### src/rtl/reset_seq_pkg.sv
`timescale 1ns / 1ps
`default_nettype none
// +----------------------------------------------------------------------------+
// | Module   : reset_seq_pkg                                                   |
// | Brief    : State encoding and shared helpers for the board reset sequencer |
// | Revision : 1.0  initial release                                            |
// +----------------------------------------------------------------------------+
package reset_seq_pkg;

    localparam int unsigned c_STATE_W = 3;

    localparam logic [c_STATE_W-1:0] c_ST_PLL_RST   = 3'd0;
    localparam logic [c_STATE_W-1:0] c_ST_WAIT_LOCK = 3'd1;
    localparam logic [c_STATE_W-1:0] c_ST_HOLD      = 3'd2;
    localparam logic [c_STATE_W-1:0] c_ST_RELEASE   = 3'd3;
    localparam logic [c_STATE_W-1:0] c_ST_RUN       = 3'd4;

    function automatic int unsigned max2(input int unsigned a, input int unsigned b);
        return (a > b) ? a : b;
    endfunction

endpackage
`default_nettype wire

### src/rtl/sync_debounce.sv
`timescale 1ns / 1ps
`default_nettype none
// +----------------------------------------------------------------------------+
// | Module   : sync_debounce                                                   |
// | Brief    : Multi-flop synchronizer with optional consecutive-sample filter |
// | Revision : 1.0  initial release                                            |
// +----------------------------------------------------------------------------+
module sync_debounce #(
    parameter int unsigned SYNC_STAGES     = 2,
    parameter int unsigned DEBOUNCE_CYCLES = 1
) (
    input  logic clk,
    input  logic rst,
    input  logic i_async,
    output logic o_level
);

    logic [SYNC_STAGES-1:0] r_sync;
    logic                   w_sample;

    always_ff @(posedge clk) begin
        if (rst) begin
            r_sync <= '0;
        end else begin
            r_sync <= {r_sync[SYNC_STAGES-2:0], i_async};
        end
    end

    assign w_sample = r_sync[SYNC_STAGES-1];

    generate
        if (DEBOUNCE_CYCLES <= 1) begin : g_sync_only
            // A single-sample filter would only add a flop of latency.
            assign o_level = w_sample;
        end else begin : g_debounce
            localparam int unsigned c_CNT_W = $clog2(DEBOUNCE_CYCLES + 1);
            localparam logic [c_CNT_W-1:0] c_CNT_LAST = c_CNT_W'(DEBOUNCE_CYCLES - 1);

            logic [c_CNT_W-1:0] r_cnt;
            logic               r_level;

            // r_cnt holds how many consecutive samples have disagreed with r_level.
            always_ff @(posedge clk) begin
                if (rst) begin
                    r_cnt   <= '0;
                    r_level <= 1'b0;
                end else if (w_sample == r_level) begin
                    r_cnt <= '0;
                end else if (r_cnt == c_CNT_LAST) begin
                    r_level <= w_sample;
                    r_cnt   <= '0;
                end else begin
                    r_cnt <= r_cnt + c_CNT_W'(1);
                end
            end

            assign o_level = r_level;
        end
    endgenerate

endmodule
`default_nettype wire

### src/rtl/sys_reset_sequencer.sv
`timescale 1ns / 1ps
`default_nettype none
// +----------------------------------------------------------------------------+
// | Module   : sys_reset_sequencer                                             |
// | Brief    : PLL reset / lock wait, then ordered SOC and peripheral release  |
// | Revision : 1.0  initial release                                            |
// +----------------------------------------------------------------------------+
module sys_reset_sequencer
    import reset_seq_pkg::*;
#(
    parameter int unsigned PLL_RST_CYCLES  = 8,
    parameter int unsigned LOCK_TIMEOUT    = 100000,
    parameter int unsigned HOLD_CYCLES     = 1024,
    parameter int unsigned PER_DELAY       = 16,
    parameter int unsigned DEBOUNCE_CYCLES = 65536,
    parameter int unsigned SYNC_STAGES     = 2
) (
    input  logic                 io_sys_clock,
    input  logic                 io_sys_reset,
    input  logic                 io_pll_locked,
    input  logic                 io_button_n,
    output logic                 io_pll_rst,
    output logic                 io_sys_reset_out,
    output logic                 io_per_reset_out,
    output logic [c_STATE_W-1:0] io_state,
    output logic [7:0]           io_lockLossCount
);

    localparam int unsigned c_CNT_MAX = max2(max2(PLL_RST_CYCLES, LOCK_TIMEOUT),
                                             max2(HOLD_CYCLES, PER_DELAY));
    localparam int unsigned c_CNT_W   = $clog2(c_CNT_MAX + 1);

    localparam logic [c_CNT_W-1:0] c_CNT_SAT   = c_CNT_W'(c_CNT_MAX);
    localparam logic [c_CNT_W-1:0] c_PLL_LAST  = c_CNT_W'(PLL_RST_CYCLES - 1);
    localparam logic [c_CNT_W-1:0] c_LOCK_LAST = c_CNT_W'(LOCK_TIMEOUT - 1);
    localparam logic [c_CNT_W-1:0] c_HOLD_LAST = c_CNT_W'(HOLD_CYCLES - 1);
    localparam logic [c_CNT_W-1:0] c_PER_LAST  = c_CNT_W'(PER_DELAY - 1);

    logic                 w_lock;
    logic                 w_pressed;
    logic [c_STATE_W-1:0] r_state;
    logic [c_CNT_W-1:0]   r_cnt;
    logic                 r_pll_rst;
    logic                 r_sys_rst;
    logic                 r_per_rst;
    logic [7:0]           r_loss_cnt;

    sync_debounce #(
        .SYNC_STAGES     (SYNC_STAGES),
        .DEBOUNCE_CYCLES (DEBOUNCE_CYCLES)
    ) u_button_sync (
        .clk     (io_sys_clock),
        .rst     (io_sys_reset),
        .i_async (~io_button_n),
        .o_level (w_pressed)
    );

    sync_debounce #(
        .SYNC_STAGES     (SYNC_STAGES),
        .DEBOUNCE_CYCLES (1)
    ) u_lock_sync (
        .clk     (io_sys_clock),
        .rst     (io_sys_reset),
        .i_async (io_pll_locked),
        .o_level (w_lock)
    );

    // Every transition clears r_cnt; otherwise it counts cycles spent in the state.
    always_ff @(posedge io_sys_clock) begin
        if (io_sys_reset) begin
            r_state    <= c_ST_PLL_RST;
            r_cnt      <= '0;
            r_pll_rst  <= 1'b1;
            r_sys_rst  <= 1'b1;
            r_per_rst  <= 1'b1;
            r_loss_cnt <= '0;
        end else begin
            if (r_cnt != c_CNT_SAT) begin
                r_cnt <= r_cnt + c_CNT_W'(1);
            end
            case (r_state)
                c_ST_PLL_RST: begin
                    if (r_cnt == c_PLL_LAST) begin
                        r_state   <= c_ST_WAIT_LOCK;
                        r_cnt     <= '0;
                        r_pll_rst <= 1'b0;
                    end
                end
                c_ST_WAIT_LOCK: begin
                    if (w_lock) begin
                        r_state <= c_ST_HOLD;
                        r_cnt   <= '0;
                    end else if (r_cnt == c_LOCK_LAST) begin
                        r_state   <= c_ST_PLL_RST;
                        r_cnt     <= '0;
                        r_pll_rst <= 1'b1;
                    end
                end
                c_ST_HOLD: begin
                    if (!w_lock) begin
                        r_state <= c_ST_WAIT_LOCK;
                        r_cnt   <= '0;
                    end else if (w_pressed) begin
                        r_cnt <= '0;
                    end else if (r_cnt == c_HOLD_LAST) begin
                        r_state   <= c_ST_RELEASE;
                        r_cnt     <= '0;
                        r_sys_rst <= 1'b0;
                    end
                end
                c_ST_RELEASE, c_ST_RUN: begin
                    // Lock loss outranks a button press when both arrive together.
                    if (!w_lock) begin
                        r_state   <= c_ST_WAIT_LOCK;
                        r_cnt     <= '0;
                        r_sys_rst <= 1'b1;
                        r_per_rst <= 1'b1;
                        if (r_loss_cnt != 8'hFF) begin
                            r_loss_cnt <= r_loss_cnt + 8'd1;
                        end
                    end else if (w_pressed) begin
                        r_state   <= c_ST_HOLD;
                        r_cnt     <= '0;
                        r_sys_rst <= 1'b1;
                        r_per_rst <= 1'b1;
                    end else if (r_state == c_ST_RELEASE && r_cnt == c_PER_LAST) begin
                        r_state   <= c_ST_RUN;
                        r_cnt     <= '0;
                        r_per_rst <= 1'b0;
                    end
                end
                default: begin
                    r_state   <= c_ST_PLL_RST;
                    r_cnt     <= '0;
                    r_pll_rst <= 1'b1;
                    r_sys_rst <= 1'b1;
                    r_per_rst <= 1'b1;
                end
            endcase
        end
    end

    assign io_pll_rst       = r_pll_rst;
    assign io_sys_reset_out = r_sys_rst;
    assign io_per_reset_out = r_per_rst;
    assign io_state         = r_state;
    assign io_lockLossCount = r_loss_cnt;

endmodule
`default_nettype wire

### config.mk
export PLATFORM = sky130hd
export DESIGN_NAME = sys_reset_sequencer
export DESIGN_NICKNAME = d
export VERILOG_FILES = /design/src/rtl/reset_seq_pkg.sv /design/src/rtl/sync_debounce.sv /design/src/rtl/sys_reset_sequencer.sv
export SDC_FILE = /design/constraint.sdc
export NUM_CORES = 1
export LEC_CHECK = 0
export BUFFER_PORTS_ARGS = -buffer_cell sky130_fd_sc_hd__clkbuf_2
export CAP_MARGIN = 20
export CELL_PAD_IN_SITES_DETAIL_PLACEMENT = 1
export CELL_PAD_IN_SITES_GLOBAL_PLACEMENT = 2
export CORE_MARGIN = 1.5
export CORE_UTILIZATION = 40
export CTS_CLUSTER_DIAMETER = 80
export DETAILED_ROUTE_END_ITERATION = 8
export PLACE_DENSITY_LB_ADDON = 0.1
export REMOVE_ABC_BUFFERS = 1
export SLEW_MARGIN = 30
export SYNTH_ARGS = -nofsm -noshare
export SYNTH_HDL_FRONTEND = slang
export SYNTH_SLANG_ARGS = --single-unit
### constraint.sdc
create_clock -name io_sys_clock -period 3.88 [get_ports io_sys_clock]
set_clock_uncertainty 0.1 [all_clocks]
set_input_delay 0.776 -clock io_sys_clock [delete_from_list [all_inputs] [get_ports io_sys_clock]]
set_output_delay 0.776 -clock io_sys_clock [all_outputs]
set_load 0.05 [all_outputs]
# After elaboration in Yosys (flattened, before gate mapping)
# Index checks and enable logic that the tools add are counted.
dict set report op_classes {
  n_addsub 3
  reduce_logical 13
  mux 35
  eq_ne 23
  bitwise 6
}
# cell count
set ops {}
lappend ops {{$mux W17} 10}
lappend ops {{$pmux W17 S4} 1}
lappend ops {{$add A17 B1 Y17 const B} 2}
lappend ops {{$mux W3} 9}
lappend ops {{$eq A17 B10 Y1 const B} 1}
lappend ops {{$eq A17 B16 Y1 const B} 1}
lappend ops {{$eq A17 B17 Y1 const B} 1}
lappend ops {{$eq A17 B3 Y1 const B} 1}
lappend ops {{$eq A17 B4 Y1 const B} 1}
lappend ops {{$ne A17 B17 Y1 const B} 1}
lappend ops {{$pmux W3 S4} 1}
lappend ops {{$mux W1} 11}
lappend ops {{$ne A2 B2 Y1 const B} 5}
lappend ops {{$reduce_and A5 Y1} 2}
lappend ops {{$ne A3 B3 Y1 const B} 3}
lappend ops {{$reduce_or A3 Y1} 3}
lappend ops {{$add A8 B1 Y8 const B} 1}
lappend ops {{$ne A8 B8 Y1 const B} 1}
lappend ops {{$eq A3 B2 Y1 const B} 2}
lappend ops {{$not A1 Y1} 6}
lappend ops {{$pmux W1 S3} 2}
lappend ops {{$ne A4 B4 Y1 const B} 1}
lappend ops {{$reduce_and A2 Y1} 2}
lappend ops {{$reduce_and A4 Y1} 1}
lappend ops {{10 further kinds} 11}
dict set report totals {
  wordCells 90
  register_bits 53
  out_inout_bits 14
  inputBits 4
}

# Depth between registers and ports, before layout
dict set report depth {
  ltp_word 6
  mapped_depth 8
  depth_no_buf 6
}

# Hierarchy
# From an unflattened synthesis, not the netlist that was laid out.
dict set report hier_totals {
  cells_unflattened 302
  hier_area_um2 2618.8
}
# module seq_area_each_um2 cells_per_inst instances area_per_inst_um2
set modules_own_cells {}
lappend modules_own_cells {sys_reset_sequencer 620.6 205 1 1730.4}
lappend modules_own_cells {{sync_debounce at u_button_sync} 400.4 93 1 835.8}
lappend modules_own_cells {{sync_debounce at u_lock_sync} 40.0 4 1 52.6}

# Worst setup path before layout
# No wires, ideal clock.
dict set report synth_path {
  path_kind {register to register}
  startpoint {register r_state[1] (netlist: io_state[1])}
  endpoint {register r_state[0] (netlist: io_state[0])}
  setup_slack_ns 1.392
  setup_ns 0.121
  arrival_ns 2.267
  stages_incl_launch_ff 7
  required_ns 3.659
  synth_period_minus_slack_ns 2.488
  path_buffers 1
  path_cell_list {dfxtp_1 > clkbuf_1 > nand4b_1 > nor4_1 > a21oi_2 > or4_4 > mux2_4}
}
dict set report synth_via {
  elab_chain_cells 4
  elab_cells_between_ends 14
  cone_classes {eq/ne: 9; mux: 1; reduce/logical: 4}
}
# item line_no
set synth_lines {}
lappend synth_lines {{start, declared} sys_reset_sequencer.sv:41} ;# logic [c_STATE_W-1:0] r_state;
lappend synth_lines {{start signal, assigned} sys_reset_sequencer.sv:71} ;# r_state <= c_ST_PLL_RST;
lappend synth_lines {{start signal, assigned} sys_reset_sequencer.sv:84} ;# r_state <= c_ST_WAIT_LOCK;
lappend synth_lines {{start signal, assigned} sys_reset_sequencer.sv:91} ;# r_state <= c_ST_HOLD;
lappend synth_lines {{$eq A3 B2 Y1 / $eq A3 B3 Y1 (equally long branches)} {sys_reset_sequencer.sv:81, sys_reset_sequencer.sv:126}}
lappend synth_lines {{$reduce_or A2 Y1 / $logic_and A1 B1 Y1 (equally long branches)} {sys_reset_sequencer.sv:81, sys_reset_sequencer.sv:126}}
lappend synth_lines {{$ne A4 B4 Y1 (no source line)} --}
lappend synth_lines {{$reduce_and A5 Y1 (no source line)} --}
# Parallel ways exist; a longest one is shown, timed or not.
# A chain may end at the register's enable or synchronous reset.

# Worst setup path in the final report
dict set report layout_path {
  startpoint {register r_cnt[11]}
  endpoint {register r_cnt[11]}
}
dict set report layout_via {
  elab_chain_cells 6
  elab_cells_between_ends 18
  cone_classes {add/sub: 1; eq/ne: 5; mux: 11; reduce/logical: 1}
}
# item line_no
set layout_lines {}
lappend layout_lines {{start, declared} sys_reset_sequencer.sv:42} ;# logic [c_CNT_W-1:0] r_cnt;
lappend layout_lines {{start signal, assigned} sys_reset_sequencer.sv:79} ;# r_cnt <= r_cnt + c_CNT_W'(1);
lappend layout_lines {{$add A17 B1 Y17 (tied with other cells)} sys_reset_sequencer.sv:79}
lappend layout_lines {{$mux W17 / $logic_and A1 B1 Y1 (equally long branches)} {sys_reset_sequencer.sv:78, sys_reset_sequencer.sv:126}}
lappend layout_lines {{$mux W17, on equally long branches} {sys_reset_sequencer.sv:126, sys_reset_sequencer.sv:105}}
lappend layout_lines {{$mux W17, on equally long branches} {sys_reset_sequencer.sv:121, sys_reset_sequencer.sv:103}}
lappend layout_lines {{$mux W17, on equally long branches} {sys_reset_sequencer.sv:113, sys_reset_sequencer.sv:100}}
lappend layout_lines {{$pmux W17 S4 *} sys_reset_sequencer.sv:81} ;# case (r_state)
# Mark *: on every way between the ends. The rest lies on a longest branch, timed or not.

==> results.py <==
metrics = {
    "clock_tree": {
        "cts_buffers": 5,
        "cts_tree": "done",
        "h-tree-depth": 2,
        "cts-hold-fix-buffers": 0,
        "cts_setup_buffers": 0,
        "clk_path_buf_depth": 2,
        "cts-resized-gates": 0,
        "clkTransAtPathRegs_ns": 0.09,
        "clockRootBuffer": "clkbuf_8",
        "clock_sinks": 53,
        "clk-insertion-delay-late_ns": 0.30,
    },
    "flow_run": {
        "cap_violations": 0,
    },
    "detailed_routing": {
        "vias_per_cell": 5.19,
        "ant_nets": 0,
        "drt-total-wl_microns": 5510,
        "wire_per_inst_microns": 14.1,
        "first_pass_iters": 4,
        "routed-via-count": 2026,
        "drtIter0Drc": 48,
        "drc": 0,
    },
    "synth": {
        "yosys.area.top_type": "dfxtp_1",
        "ys_types": 49,
        "syn-cell-area_sq_um": 2610,
        "synth_seq_area_share": 0.406,
        "synth_cells": 297,
        "synth_edf_count": 0,
        "synth_top_area_frac": 0.406,
        "syn_area_per_cell_sq_um": 8.79,
        "ys_warn_count": 0,
        "yosys-top-cells-area": "dfxtp_1 41%, nor2_1 7.6%, xor2_1 6.0%",
        "async_flop_share": 0,
        "ys_ff_latch": 53,
        "synth_ff_type": "dfxtp_1",
    },
    "worst_setup_path": {
        "slowest_delay_ns": 0.59,
        "crit_chain": "or3_4 > or4_4 > o21a_4 > o41ai_4 > buf_6 > nor2_1",
        "arrival_ns": 2.63,
        "start_kind": "flip-flop",
        "r2r_cells": 6,
        "slowest_stage": "o41ai_4",
        "cp.buffers_inverters": 1,
        "critical_path_required_ns": 3.98,
        "worstSetupPathType": "reg -> reg",
        "critPathMaxFanout": 9,
        "path_delay_family": "simple AND/OR/NAND/NOR gates",
        "end_kind": "flip-flop",
        "cp_num_cells": 6,
    },
    "placed_design": {
        "hpwl_microns": 4070,
        "io_buffers": 17,
        "place_area_sq_um": 2740,
        "pre_cts_ws_ns": 1.35,
        "routabilityCongestion": 0.800,
    },
    "layout": {
        "fin_nets": 321,
        "fillCellCount": 768,
        "fin_util": 0.450,
        "finalInstanceArea_sq_um": 2840,
        "areaGrowthSynthToFinish_pct": 8.82,
        "antenna_cells": 0,
        "drive_gt1_frac": 0.128,
    },
    "timing": {
        "worst_pin_slew_ns": 0.633,
        "final-hold-violation-count": 0,
        "drv_slew": 0,
        "period_needed_ns": 2.53,
        "max_freq_mhz": 396,
        "rsz0062_at_grt": "false",
        "tns_ns": 0,
        "hold_ws_ns": 0.344,
        "post-route-worst-setup-slack_ns": 1.35,
        "slew_headroom": 0.574,
        "setup_viol": 0,
        "period_share": 0.651,
    },
    "die": {
        "start_util": 0.414,
        "num_rows": 29,
        "ios": 18,
        "coreArea_sq_um": 6310,
        "die_x_microns": 83.8,
        "dieArea_sq_um": 7020,
        "die_h_microns": 83.8,
    },
    "global_route": {
        "track_usage": 0.168,
        "gr-usage-met3": 0.0336,
        "overflow": 0,
        "first_global_vias": 1998,
        "top_usage_layer": "met2",
        "antenna_found_initial": 0,
        "use_met1": 0.232,
        "grt_max_degree": 24,
        "grt_util_met2": 0.263,
        "grt_first_pass_wirelength_microns": 9470,
    },
    "pwr": {
        "ir_drop_v": 0.000194,
        "p_leak_nw": 1.00,
        "powerDensity_nw_per_um2": 412,
    },
    "worst_hold_path": {
        "hp-class": "reg -> reg",
        "whs_path_depth": 1,
    },
    "status": {
        "status": "finished clean",
    },
}
## synth_stat cells, types with 3 or more instances
library cell / number
dfxtp_1: 53
nor2_1: 53
xor2_1: 18
nand2_1: 16
xnor2_1: 16
nand4_1: 14
nand3_1: 11
a21oi_1: 9
inv_1: 9
nor3_1: 7
o21ai_0: 6
or3_1: 6
and3_1: 5
and4_1: 5
clkbuf_1: 5
ha_1: 5
mux2i_1: 5
nor2b_1: 5
nand2b_1: 4
and2_1: 3
nand3b_1: 3
nor4_1: 3
o21bai_1: 3
## area by class of cell
type,instances,area (sq um),area share
Sequential cell,53,1060,0.373
Tap cell,77,96.3,0.0339
Clock inverter,1,5.00,0.00176
Inverter,9,33.8,0.0119
Timing Repair Buffer,18,96.3,0.0339
Multi-Input combinational cell,225,1450,0.511
Clock buffer,7,96.3,0.0339
## worst register-to-register path, delay by kind of cell, from the launching register on
| family | cells | cell delay [ns] |
|---|---|---|
| AO/OA/AOI/OAI | 2 | 0.81 |
| buffers and inverters | 1 | 0.23 |
| flip-flops | 1 | 0.36 |
| AND/OR/NAND/NOR | 3 | 0.92 |
## where the power goes
part	internal (mW)	switching, mW
registers	0.567	0.0430
clock network	0.162	0.178
logic	0.0942	0.126
total	0.823	0.346
## flip-flops by register name, summed over array words and instances, names as in the netlist, 2 cells and up
signal and cells:
r_cnt 17, u_button_sync.g_debounce.r_cnt 17, io_lockLossCount 8, io_state 3
u_button_sync.r_sync 2, u_lock_sync.r_sync 2
## metrics by stage
stage | total power [mW] | instances
final | 1.17 | 390
after global routing | 1.23 | 390
after CTS | 1.19 | 390
after detailed placement | 0.847 | 382
after global placement | 0.831 | 381
after floorplan | 0.780 | 287
## final timing paths
| path | startpoint | end | slack (ns) |
|---|---|---|---|
| max | r_cnt[11]$_SDFF_PP0_ | r_cnt[11]$_SDFF_PP0_ | 1.35 |
| min | u_button_sync.g_debounce.r_cnt[0]$_SDFF_PP0_ | u_button_sync.g_debounce.r_cnt[0]$_SDFF_PP0_ | 0.34 |
| max reg2reg | r_cnt[11]$_SDFF_PP0_ | r_cnt[11]$_SDFF_PP0_ | 1.35 |
| min reg2reg | u_button_sync.g_debounce.r_cnt[0]$_SDFF_PP0_ | u_button_sync.g_debounce.r_cnt[0]$_SDFF_PP0_ | 0.34 |
## layout by cell type (no fill, tap or decap), types with 2 or more instances in the layout
cell type,netlist,final
and4_1,5,5
or2_2,2,2
mux2_4,2,2
and2_1,3,3
mux2i_1,5,5
nand2_1,16,16
nor3_1,7,7
nand3b_1,3,3
o21ai_0,6,6
xor2_1,18,18
a21oi_1,9,9
and2b_1,2,2
ha_1,5,5
nor2_1,53,53
clkbuf_2,0,17
and3_1,5,5
or4_4,2,2
nand2b_1,4,4
clkbuf_8,0,7
or3_1,6,6
o21bai_1,3,3
dfxtp_1,53,53
nand3_1,11,11
nor4_1,3,3
nor3b_1,2,2
inv_1,9,9
nor2b_1,5,5
xnor2_1,16,16
nand4_1,14,14
## cell families (layout without fill, tap and decap cells)
| family | count (synthesis) | after routing | share of synthesized area |
|---|---|---|---|
| buffers and inverters | 19 | 35 | 0.0374 |
| muxes | 7 | 7 | 0.0307 |
| xor gates and xnor gates | 34 | 34 | 0.114 |
| AOI/OAI and AO/OA | 27 | 27 | 0.0748 |
| and+or+nand+nor | 152 | 152 | 0.313 |
| DFF | 53 | 53 | 0.406 |
| adders and majority gates | 5 | 5 | 0.0240 |
## per-layer routing
layer / wire length [microns] / vias up
met5: 0 / -
met4: 86 / 0
met3: 121 / 8
met2: 2390 / 18
met1: 2910 / 950
li1: - / 1050
(Power assumes the default switching activity.)
